===== src/rtl/run_ctrl.sv =====
// +----------------------------------------------------------------------------+
// | Module  : run_ctrl                                                         |
// | Brief   : Preloads dat_mem, releases the core, counts run cycles, acks.    |
// |           Optional watchdog enabled by defining RUN_WATCHDOG_EN.           |
// | Rev     : 1.0  initial release                                             |
// +----------------------------------------------------------------------------+
`default_nettype none

module run_ctrl #(
  parameter int AW      = 8,
  parameter int CW      = 16,
  parameter int TIMEOUT = 4095
) (
  input  logic          clk,
  input  logic          reset,
  input  logic          req,
  input  logic [AW-1:0] ld_len,
  input  logic          ld_valid,
  input  logic [7:0]    ld_data,
  output logic          ld_ready,
  output logic          mem_wr_en,
  output logic [AW-1:0] mem_addr,
  output logic [7:0]    mem_wr_data,
  output logic          core_reset,
  input  logic          core_done,
  output logic          busy,
  output logic          ack,
  output logic [CW-1:0] cycles,
  output logic          timed_out
);

  typedef enum logic [1:0] {
    S_IDLE = 2'd0,
    S_LOAD = 2'd1,
    S_RUN  = 2'd2,
    S_FIN  = 2'd3
  } state_t;

  localparam logic [AW-1:0] c_addr_one = AW'(1);
  localparam logic [CW-1:0] c_cyc_one  = CW'(1);
  localparam logic [CW-1:0] c_cyc_max  = '1;
`ifdef RUN_WATCHDOG_EN
  localparam bit c_wd_en = 1'b1;
`else
  localparam bit c_wd_en = 1'b0;
`endif

  state_t        r_state;
  state_t        w_next_state;
  logic [AW-1:0] r_len;
  logic [AW-1:0] r_addr;
  logic [CW-1:0] r_cycles;
  logic          r_timed_out;
  logic          r_core_reset;
  logic          w_transfer;
  logic          w_last_byte;
  logic          w_timeout_hit;

  // Full-width compare so a TIMEOUT beyond the counter range simply never fires.
  always_comb begin
    w_transfer    = (r_state == S_LOAD) && ld_valid;
    w_last_byte   = w_transfer && (r_addr == (r_len - c_addr_one));
    w_timeout_hit = c_wd_en && (32'(r_cycles) == 32'(TIMEOUT));
  end

  always_ff @(posedge clk or posedge reset) begin
    if (reset) begin
      r_state <= S_IDLE;
    end else begin
      r_state <= w_next_state;
    end
  end

  always_comb begin
    w_next_state = r_state;
    ld_ready     = 1'b0;
    busy         = 1'b1;
    ack          = 1'b0;
    case (r_state)
      S_IDLE: begin
        busy = 1'b0;
        if (req) begin
          w_next_state = (ld_len == '0) ? S_RUN : S_LOAD;
        end
      end
      S_LOAD: begin
        ld_ready = 1'b1;
        if (w_last_byte) begin
          w_next_state = S_RUN;
        end
      end
      S_RUN: begin
        if (core_done || w_timeout_hit) begin
          w_next_state = S_FIN;
        end
      end
      S_FIN: begin
        ack          = 1'b1;
        w_next_state = S_IDLE;
      end
      default: begin
        w_next_state = S_IDLE;
      end
    endcase
  end

  // core_reset comes from its own flop, loaded alongside the state register.
  always_ff @(posedge clk or posedge reset) begin
    if (reset) begin
      r_len        <= '0;
      r_addr       <= '0;
      r_cycles     <= '0;
      r_timed_out  <= 1'b0;
      r_core_reset <= 1'b1;
    end else begin
      r_core_reset <= (w_next_state != S_RUN);
      case (r_state)
        S_IDLE: begin
          if (req) begin
            r_len       <= ld_len;
            r_addr      <= '0;
            r_cycles    <= '0;
            r_timed_out <= 1'b0;
          end
        end
        S_LOAD: begin
          if (w_transfer) begin
            r_addr <= r_addr + c_addr_one;
          end
        end
        S_RUN: begin
          if (!core_done) begin
            if (w_timeout_hit) begin
              r_timed_out <= 1'b1;
            end else if (r_cycles != c_cyc_max) begin
              r_cycles <= r_cycles + c_cyc_one;
            end
          end
        end
        default: begin
        end
      endcase
    end
  end

  assign mem_wr_en   = w_transfer;
  assign mem_addr    = r_addr;
  assign mem_wr_data = ld_data;
  assign core_reset  = r_core_reset;
  assign cycles      = r_cycles;
  assign timed_out   = r_timed_out;

endmodule

`default_nettype wire


===== config.mk =====
export PLATFORM = sky130hd
export DESIGN_NAME = run_ctrl
export DESIGN_NICKNAME = d
export VERILOG_FILES = /design/src/rtl/run_ctrl.sv
export SDC_FILE = /design/constraint.sdc
export NUM_CORES = 1
export LEC_CHECK = 0
export ABC_AREA = 1
export CORE_MARGIN = 1.5
export CORE_UTILIZATION = 41
export CTS_CLUSTER_SIZE = 24
export DETAILED_ROUTE_END_ITERATION = 8
export PLACE_DENSITY_LB_ADDON = 0.3
export SLEW_MARGIN = 10
export SYNTH_ARGS = -nofsm -noshare
export SYNTH_HDL_FRONTEND = slang
export SYNTH_SLANG_ARGS = --single-unit

===== constraint.sdc =====
create_clock -name clk -period 3.7 [get_ports clk]
set_input_delay 0.555 -clock clk [delete_from_list [all_inputs] [get_ports clk]]
set_output_delay 0.555 -clock clk [all_outputs]
set_load 0.01 [all_outputs]

==> metrics.md, run 1 <==
| Metric | Value |
|---|---|
| I/O Buffers | `41` |
| Root Driver | `clkbuf_8` |
| Routed len/inst | `12.0 um` |
| Leak | `1.22 nW` |
| Crit path kind | `in2out` |
| H-tree depth | `2` |
| I/O pin count | `roughly 60` |
| Worst Path Required | `3.14 ns` |
| Vias | `2077` |
| CP arrival | `1.76 ns` |
| Sequential Area | `between 800 and 900 um^2` |
| Post-route setup TNS | `0 ns` |
| DRT antenna net count | `0` |
| Clock sinks | `35` |
| Cell Area, Placed | `~0.0027 mm^2` |
| Via density | `roughly 5` |
| Largest net degree at the start of global routing | `36` |
| Synth area leader | `dfrtp_1` |
| Hold Crit Class | `reg2reg` |
| Final Critical Period | `2.32 ns` |
| Area delta synth->final | `20.6%` |
| Post-synth EDFFs | `0` |
| Fmax | `431 MHz` |
| Post-synth cell types | `30` |
| Worst skew pair latency | `0.29 ns` |
| RSZ-0062 raised after global routing | `no` |
| Total Power | `between 0.001 and 0.0015 W` |
| CTS resizes | `0` |
| Worst Path Max Fanout | `7` |
| Top cells by area, synth | `dfrtp_1 37%, nand2_1 12%, inv_1 6.9%` |
| Worst hold slack | `0.521 ns` |
| CP Capture Type | `primary output` |
| Final Cell Area | `0.00275 mm^2` |
| Outcome | `finished clean` |
| Fin. max-slew vios | `0` |
| Startpoint type of the worst setup path | `primary input` |
| CTS tree | `done` |
| Clk_skew | `between 0.005 and 0.006 ns` |
| Syn_area_per_cell | `7.31 um^2` |
| Syn Nets | `336` |
| Initial core utilization | `a little over two fifths` |
| Row cnt | `26` |
| Cell Count Post-Placement | `approximately 410` |
| Worst-Margin Slew | `around 0.52 ns` |
| Drt first pass iters | `4` |
| Diode count | `0` |
| Slew HR | `65.1%` |
| Antenna violations before repair | `0` |
| Seq/Total Area, Yosys | `38.5%` |
| Synth top area share | `37.3%` |
| Multi-input logic area | `0.00112 mm^2` |
| Cells after Synth | `between 300 and 400` |
| Setup violations, final | `0` |
| Final period util | `around 63%` |
| Die ar. | `0.00602 mm^2` |
| Nets | `370` |
| Die Height | `a little under 80 um` |
| Core area | `approximately 0.0052 mm^2` |
| Ys Warns | `0` |
| Tot GR Track Use | `19.0%` |
| Clk buf depth | `2` |
| Post-DP HPWL | `~3.7 mm` |
| Synth async-reset ratio | `100%` |
| CTS Buf Count | `5` |
| Synth Register Bits | `35` |
| Max IR drop VDD | `0.284 mV` |
| Max_cap viols | `0` |
| WL final | `5.01 mm` |
| Layout Cells excl Fill | `417` |
| Layout cells sized above 1 | `roughly 7.2%` |
| First-pass GRT wire length | `9.09 mm` |
| Iter 0 DRT Violations | `110` |
| Routability congestion estimate | `0.926` |
| Grt total ovfl | `0` |
| Postcts setup bufs | `0` |
| Fillers | `522` |
| Die Wd | `77.6 um` |
| Pwr Density | `536 mW/mm^2` |
| Via count of the first global-routing pass | `1960` |
| Synthesized area | `0.00228 mm^2` |
| Hold buffer count at CTS | `0` |
| Primary FF master, synth | `dfrtp_1` |
| # DRC | `0` |
| Clock transition at path regs | `0.06 ns` |
| Final hold viol count | `0` |
## per-stage QoR
step	worst slack [ns]	utilization [%]
after floorplan	2.14	-
after global placement	1.36	51.0
after detailed placement	1.38	51.0
after CTS	1.37	52.5
after global routing	1.34	52.5
final	1.38	52.5
## cell usage after synthesis (2+ instances only)
cell type	instances
a21oi_1	7
a31o_2	3
buf_2	3
buf_4	9
buf_6	3
dfrtp_1	34
ha_1	3
inv_1	42
nand2_1	73
nand2_4	3
nand3_1	25
nand3_2	3
nand3b_1	2
nand4_1	12
nor2_1	28
nor2_2	3
nor2_4	2
nor3_1	9
o21ai_0	29
o31ai_1	3
xnor2_1	3
xor2_1	5
## final timing paths
check,start,end,slack [ns],cells after the start
min in group asynchronous,reset,r_len[1],0.66,3
hold / removal,r_len[7],r_len[7],0.52,2
hold reg to reg,r_len[7],r_len[7],0.52,2
setup reg to reg,cycles[0],cycles[15],1.83,8
max in group asynchronous,reset,core_reset,2.70,3
setup / recovery,ld_valid,mem_wr_en,1.38,4
## cells in the final DEF, fill, tap and decap left out, drive strengths merged
cell type and count:
nand2 77, inv 43, clkdlybuf4s50 41, dfrtp 34, nor2 33, o21ai 30
nand3 28, nand4 12, nor3 10, clkbuf 8, a21oi 7, xor2 5
o31ai 3, xnor2 3, a31o 3, ha 3, nand3b 2, nor3b 1
o21bai 1, conb 1, dfstp 1, buf 1
## power by group
part | total, W | leakage, nW | switching [W] | internal [W]
Clock | 0.000272 | 0.0395 | 0.000138 | 0.000134
Combinational | 0.000621 | 0.715 | 0.000345 | 0.000276
Sequential | 0.000582 | 0.462 | 0.000114 | 0.000468
## cell type report
cell class,count,share of cell area [%]
well taps,70,3.19
multi-input cells,219,40.9
repair buffers,42,15.2
inverters,43,5.87
flip-flops and latches,35,31.9
clock buffers,8,2.91
## critical path: stages
cell and delay [ns]:
clkdlybuf4s50_1 0.50, nand2_4 0.09, inv_1 0.08, clkdlybuf4s50_1 0.53
## logic make-up after synthesis
| logic type | count (synthesis) | share of synthesized area [%] |
|---|---|---|
| adder cells (fa/ha/maj) | 3 | 1.65 |
| other | 1 | 0.164 |
| flip-flops | 35 | 38.5 |
| buffers and inverters | 58 | 12.2 |
| AO/OA/AOI/OAI | 44 | 10.8 |
| XOR/XNOR | 8 | 3.07 |
| AND/OR/NAND/NOR | 163 | 33.7 |
## state kept, by name, summed over array words and instances, names as in the netlist
register    cells
r_len           8
mem_addr        8
r_state         2
core_reset      1
cycles         16
## metal layers
layer / wire length (um) / GRT usage (%)
met1: 2580 / 27.5
met5: 0 / 0
met2: 2120 / 28.0
met4: 76 / 6.36
met3: 222 / 4.12
Note: power is estimated with default switching activity, not from simulation.
==> run 2: changes to the inputs <==
==> constraint.sdc (replaced) <==
create_clock -name clk -period 1.98 [get_ports clk]
set_input_delay 0.297 -clock clk [delete_from_list [all_inputs] [get_ports clk]]
set_output_delay 0.297 -clock clk [all_outputs]
set_load 0.01 [all_outputs]
==> run 2 against run 1 <==
Die area unchanged; critical path depth unchanged; clock-buffer cell count unchanged; utilization increased by 1.2 points; critical endpoint is now ld_ready; non-clock buffer count increased by 5.
==> metrics.md, run 2 (synthesized netlist as in run 1, its figures left out) <==
| Metric | Value |
|---|---|
| Largest net degree at the start of global routing | `36 (unchanged)` |
| Outcome | `finished clean (unchanged)` |
| Multi-input logic area | `0.00113 mm^2 (was 0.00112 mm^2)` |
| First-pass GRT wire length | `9.09 mm (unchanged)` |
| Antenna violations before repair | `0 (unchanged)` |
| Pwr Density | `1030 mW/mm^2 (was 536 mW/mm^2)` |
| Post-route setup TNS | `0 ns (unchanged)` |
| Sequential Area | `878 um^2 (was 877 um^2)` |
| GR Util met3 | `4.12% (unchanged)` |
| CTS tree | `done (unchanged)` |
| CTS Buf Count | `5 (unchanged)` |
| RR Endpoint | `core_reset (was cycles[15])` |
| CP arrival | `1.60 ns (was 1.76 ns)` |
| Routed len/inst | `12.4 um (was 12.0 um)` |
| Via count of the first global-routing pass | `1940 (was 1960)` |
| Clk buf depth | `2 (unchanged)` |
| Hold Crit Class | `in2async (was reg2reg)` |
| RR Startpoint | `r_len[0] (was cycles[0])` |
| Diode count | `0 (unchanged)` |
| Die Wd | `77.6 um (unchanged)` |
| Worst hold slack | `0.396 ns (was 0.521 ns)` |
| Vias | `2101 (was 2077)` |
| Reg2reg path depth | `9 (was 8)` |
| H-tree depth | `2 (unchanged)` |
| Setup slack, reg-to-reg | `0.22 ns (was 1.83 ns)` |
| Startpoint type of the worst setup path | `register (was primary input)` |
| Clock sinks | `35 (unchanged)` |
| Max_cap viols | `0 (unchanged)` |
| Hold buffer count at CTS | `0 (unchanged)` |
| I/O Buffers | `41 (unchanged)` |
| Leak | `1.26 nW (was 1.22 nW)` |
| Core area | `0.00524 mm^2 (unchanged)` |
| Post-DP HPWL | `3.89 mm (was 3.73 mm)` |
| # DRC | `0 (unchanged)` |
| Crit path kind | `reg2out (was in2out)` |
| Final period util | `95.8%` |
| Initial core utilization | `43.5% (unchanged)` |
| I/O pin count | `59 (unchanged)` |
| Worst skew pair latency | `0.30 ns (was 0.29 ns)` |
| RSZ-0062 raised after global routing | `no (unchanged)` |
| Clk_skew | `0.0106 ns (was 0.00597 ns)` |
| Die ar. | `0.00602 mm^2 (unchanged)` |
| Fmax | `527 MHz` |
| Layout cells sized above 1 | `9.66% (was 7.20%)` |
| Iter 0 DRT Violations | `124 (was 110)` |
| Fillers | `490 (was 522)` |
| Row cnt | `26 (unchanged)` |
| Clock transition at path regs | `0.08 ns (was 0.06 ns)` |
| Final Critical Period | `between 1.5 and 2 ns` |
| Grt total ovfl | `0 (unchanged)` |
| Setup violations, final | `0 (unchanged)` |
| Max IR drop VDD | `0.593 mV (was 0.284 mV)` |
| WL final | `5.22 mm (was 5.01 mm)` |
| GR peak layer | `met2 (unchanged)` |
| Nets | `375 (was 370)` |
| Drt first pass iters | `5 (was 4)` |
| Fin. max-slew vios | `0 (unchanged)` |
| Routability congestion estimate | `0.937 (was 0.926)` |
| Tot GR Track Use | `19.0% (about the same)` |
| Met1 Resource Use GR | `26.2% (was 27.5%)` |
| Die Height | `77.6 um (unchanged)` |
| Worst Path Required | `1.68 ns (was 3.14 ns)` |
| Area delta synth->final | `23.4% (was 20.6%)` |
| Launch point of the worst path | `r_state[0] (was ld_valid)` |
| M2 GR Usage | `29.3% (was 28.0%)` |
| Root Driver | `clkbuf_8 (unchanged)` |
| DRT antenna net count | `0 (unchanged)` |
| Worst Path Max Fanout | `3 (was 7)` |
| Leading cell type in the layout, fill and taps excluded | `nand2_1 (unchanged)` |
| Final hold viol count | `0 (unchanged)` |
| Most frequent cells in the layout | `73 x nand2_1, 42 x inv_1, 40 x clkdlybuf4s50_1 (was 73 x nand2_1, 42 x inv_1, 41 x clkdlybuf4s50_1)` |
| CP Capture Type | `primary output (unchanged)` |
| Largest register FFs | `16 (unchanged)` |
| Via density | `4.98 (about the same)` |
[run 2: changes by cell type in the layout (fill, tap and decap cells not counted)]
cell             change
buf_4                +5
clkbuf_1             -2
clkbuf_8             +2
clkdlybuf4s50_1      -1
dfrtp_1              -1
dfrtp_2              +1
dlymetal6s2s_1       +1
ha_1                 -1
ha_2                 +1
[run 2: worst max-delay path: stages (launching register included)]
cell	delay, ns
dfrtp_1	0.39
inv_1	0.10
nor2_4	0.16
buf_4	0.14
clkdlybuf4s50_1	0.52
[run 2: layer usage]
metal | up-vias | wire length [um]
met2 | 60 | 2310
met3 | 10 | 291
met4 | 0 | 84
met1 | 950 | 2530
met5 | - | 0
li1 | 1081 | -
[run 2: power by group]
group	switching (W)	internal (W)	leakage (nW)
Clock	0.000267	0.000318	0.0515
Combinational	0.000671	0.000549	0.744
Sequential	0.000216	0.000874	0.460
[run 2: what timing repair did]
item                                   4_1_cts  5_1_grt
endpoints found under the hold margin        0        0
pin swaps                                    0        1
gates resized for setup                      1        2
setup buffers                                0        3
setup endpoints to repair                    1        4
[run 2: worst max path at each step]
stage                 endpoint  cells past startpoint
floorplan           cycles[15]                      8
global placement     mem_wr_en                      4
detailed placement   mem_wr_en                      4
CTS                  mem_wr_en                      4
global route        cycles[15]                      8
finish                ld_ready                      4
[run 2: per-stage QoR]
stage | utilization [%] | std cells | total power, W | setup slack [ns] | instance area, um^2
5_1_grt | 53.7 | 422 | 0.00315 | 0.0281 | 2810
3_5_place_dp | 51.2 | 411 | 0.00228 | 0.164 | 2680
6_report | 53.7 | 422 | 0.00289 | 0.0824 | 2810
3_3_place_gp | 51.2 | 411 | 0.00223 | 0.168 | 2680
2_1_floorplan | - | 312 | 0.00190 | 0.424 | 2280
4_1_cts | 53.2 | 419 | 0.00288 | 0.0116 | 2790
[run 2: layout make-up]
cell class / count / share of cell area [%]
tap: 70 / 3.11
inverter: 43 / 5.74
clock buffer: 8 / 3.56
sequential: 35 / 31.2
multi-input combinational: 219 / 40.1
timing repair buffer: 47 / 16.3
==> run 3: changes to the inputs <==
--- a/config.mk
+++ b/config.mk
@@ -11,6 +11,7 @@
 export CTS_CLUSTER_SIZE = 24
 export DETAILED_ROUTE_END_ITERATION = 8
 export PLACE_DENSITY_LB_ADDON = 0.3
+export SKIP_LAST_GASP = 1
 export SLEW_MARGIN = 10
 export SYNTH_ARGS = -nofsm -noshare
 export SYNTH_HDL_FRONTEND = slang
==> results of run 3 <==
The final DEF is identical to that of run 2; final timing and power are the same.
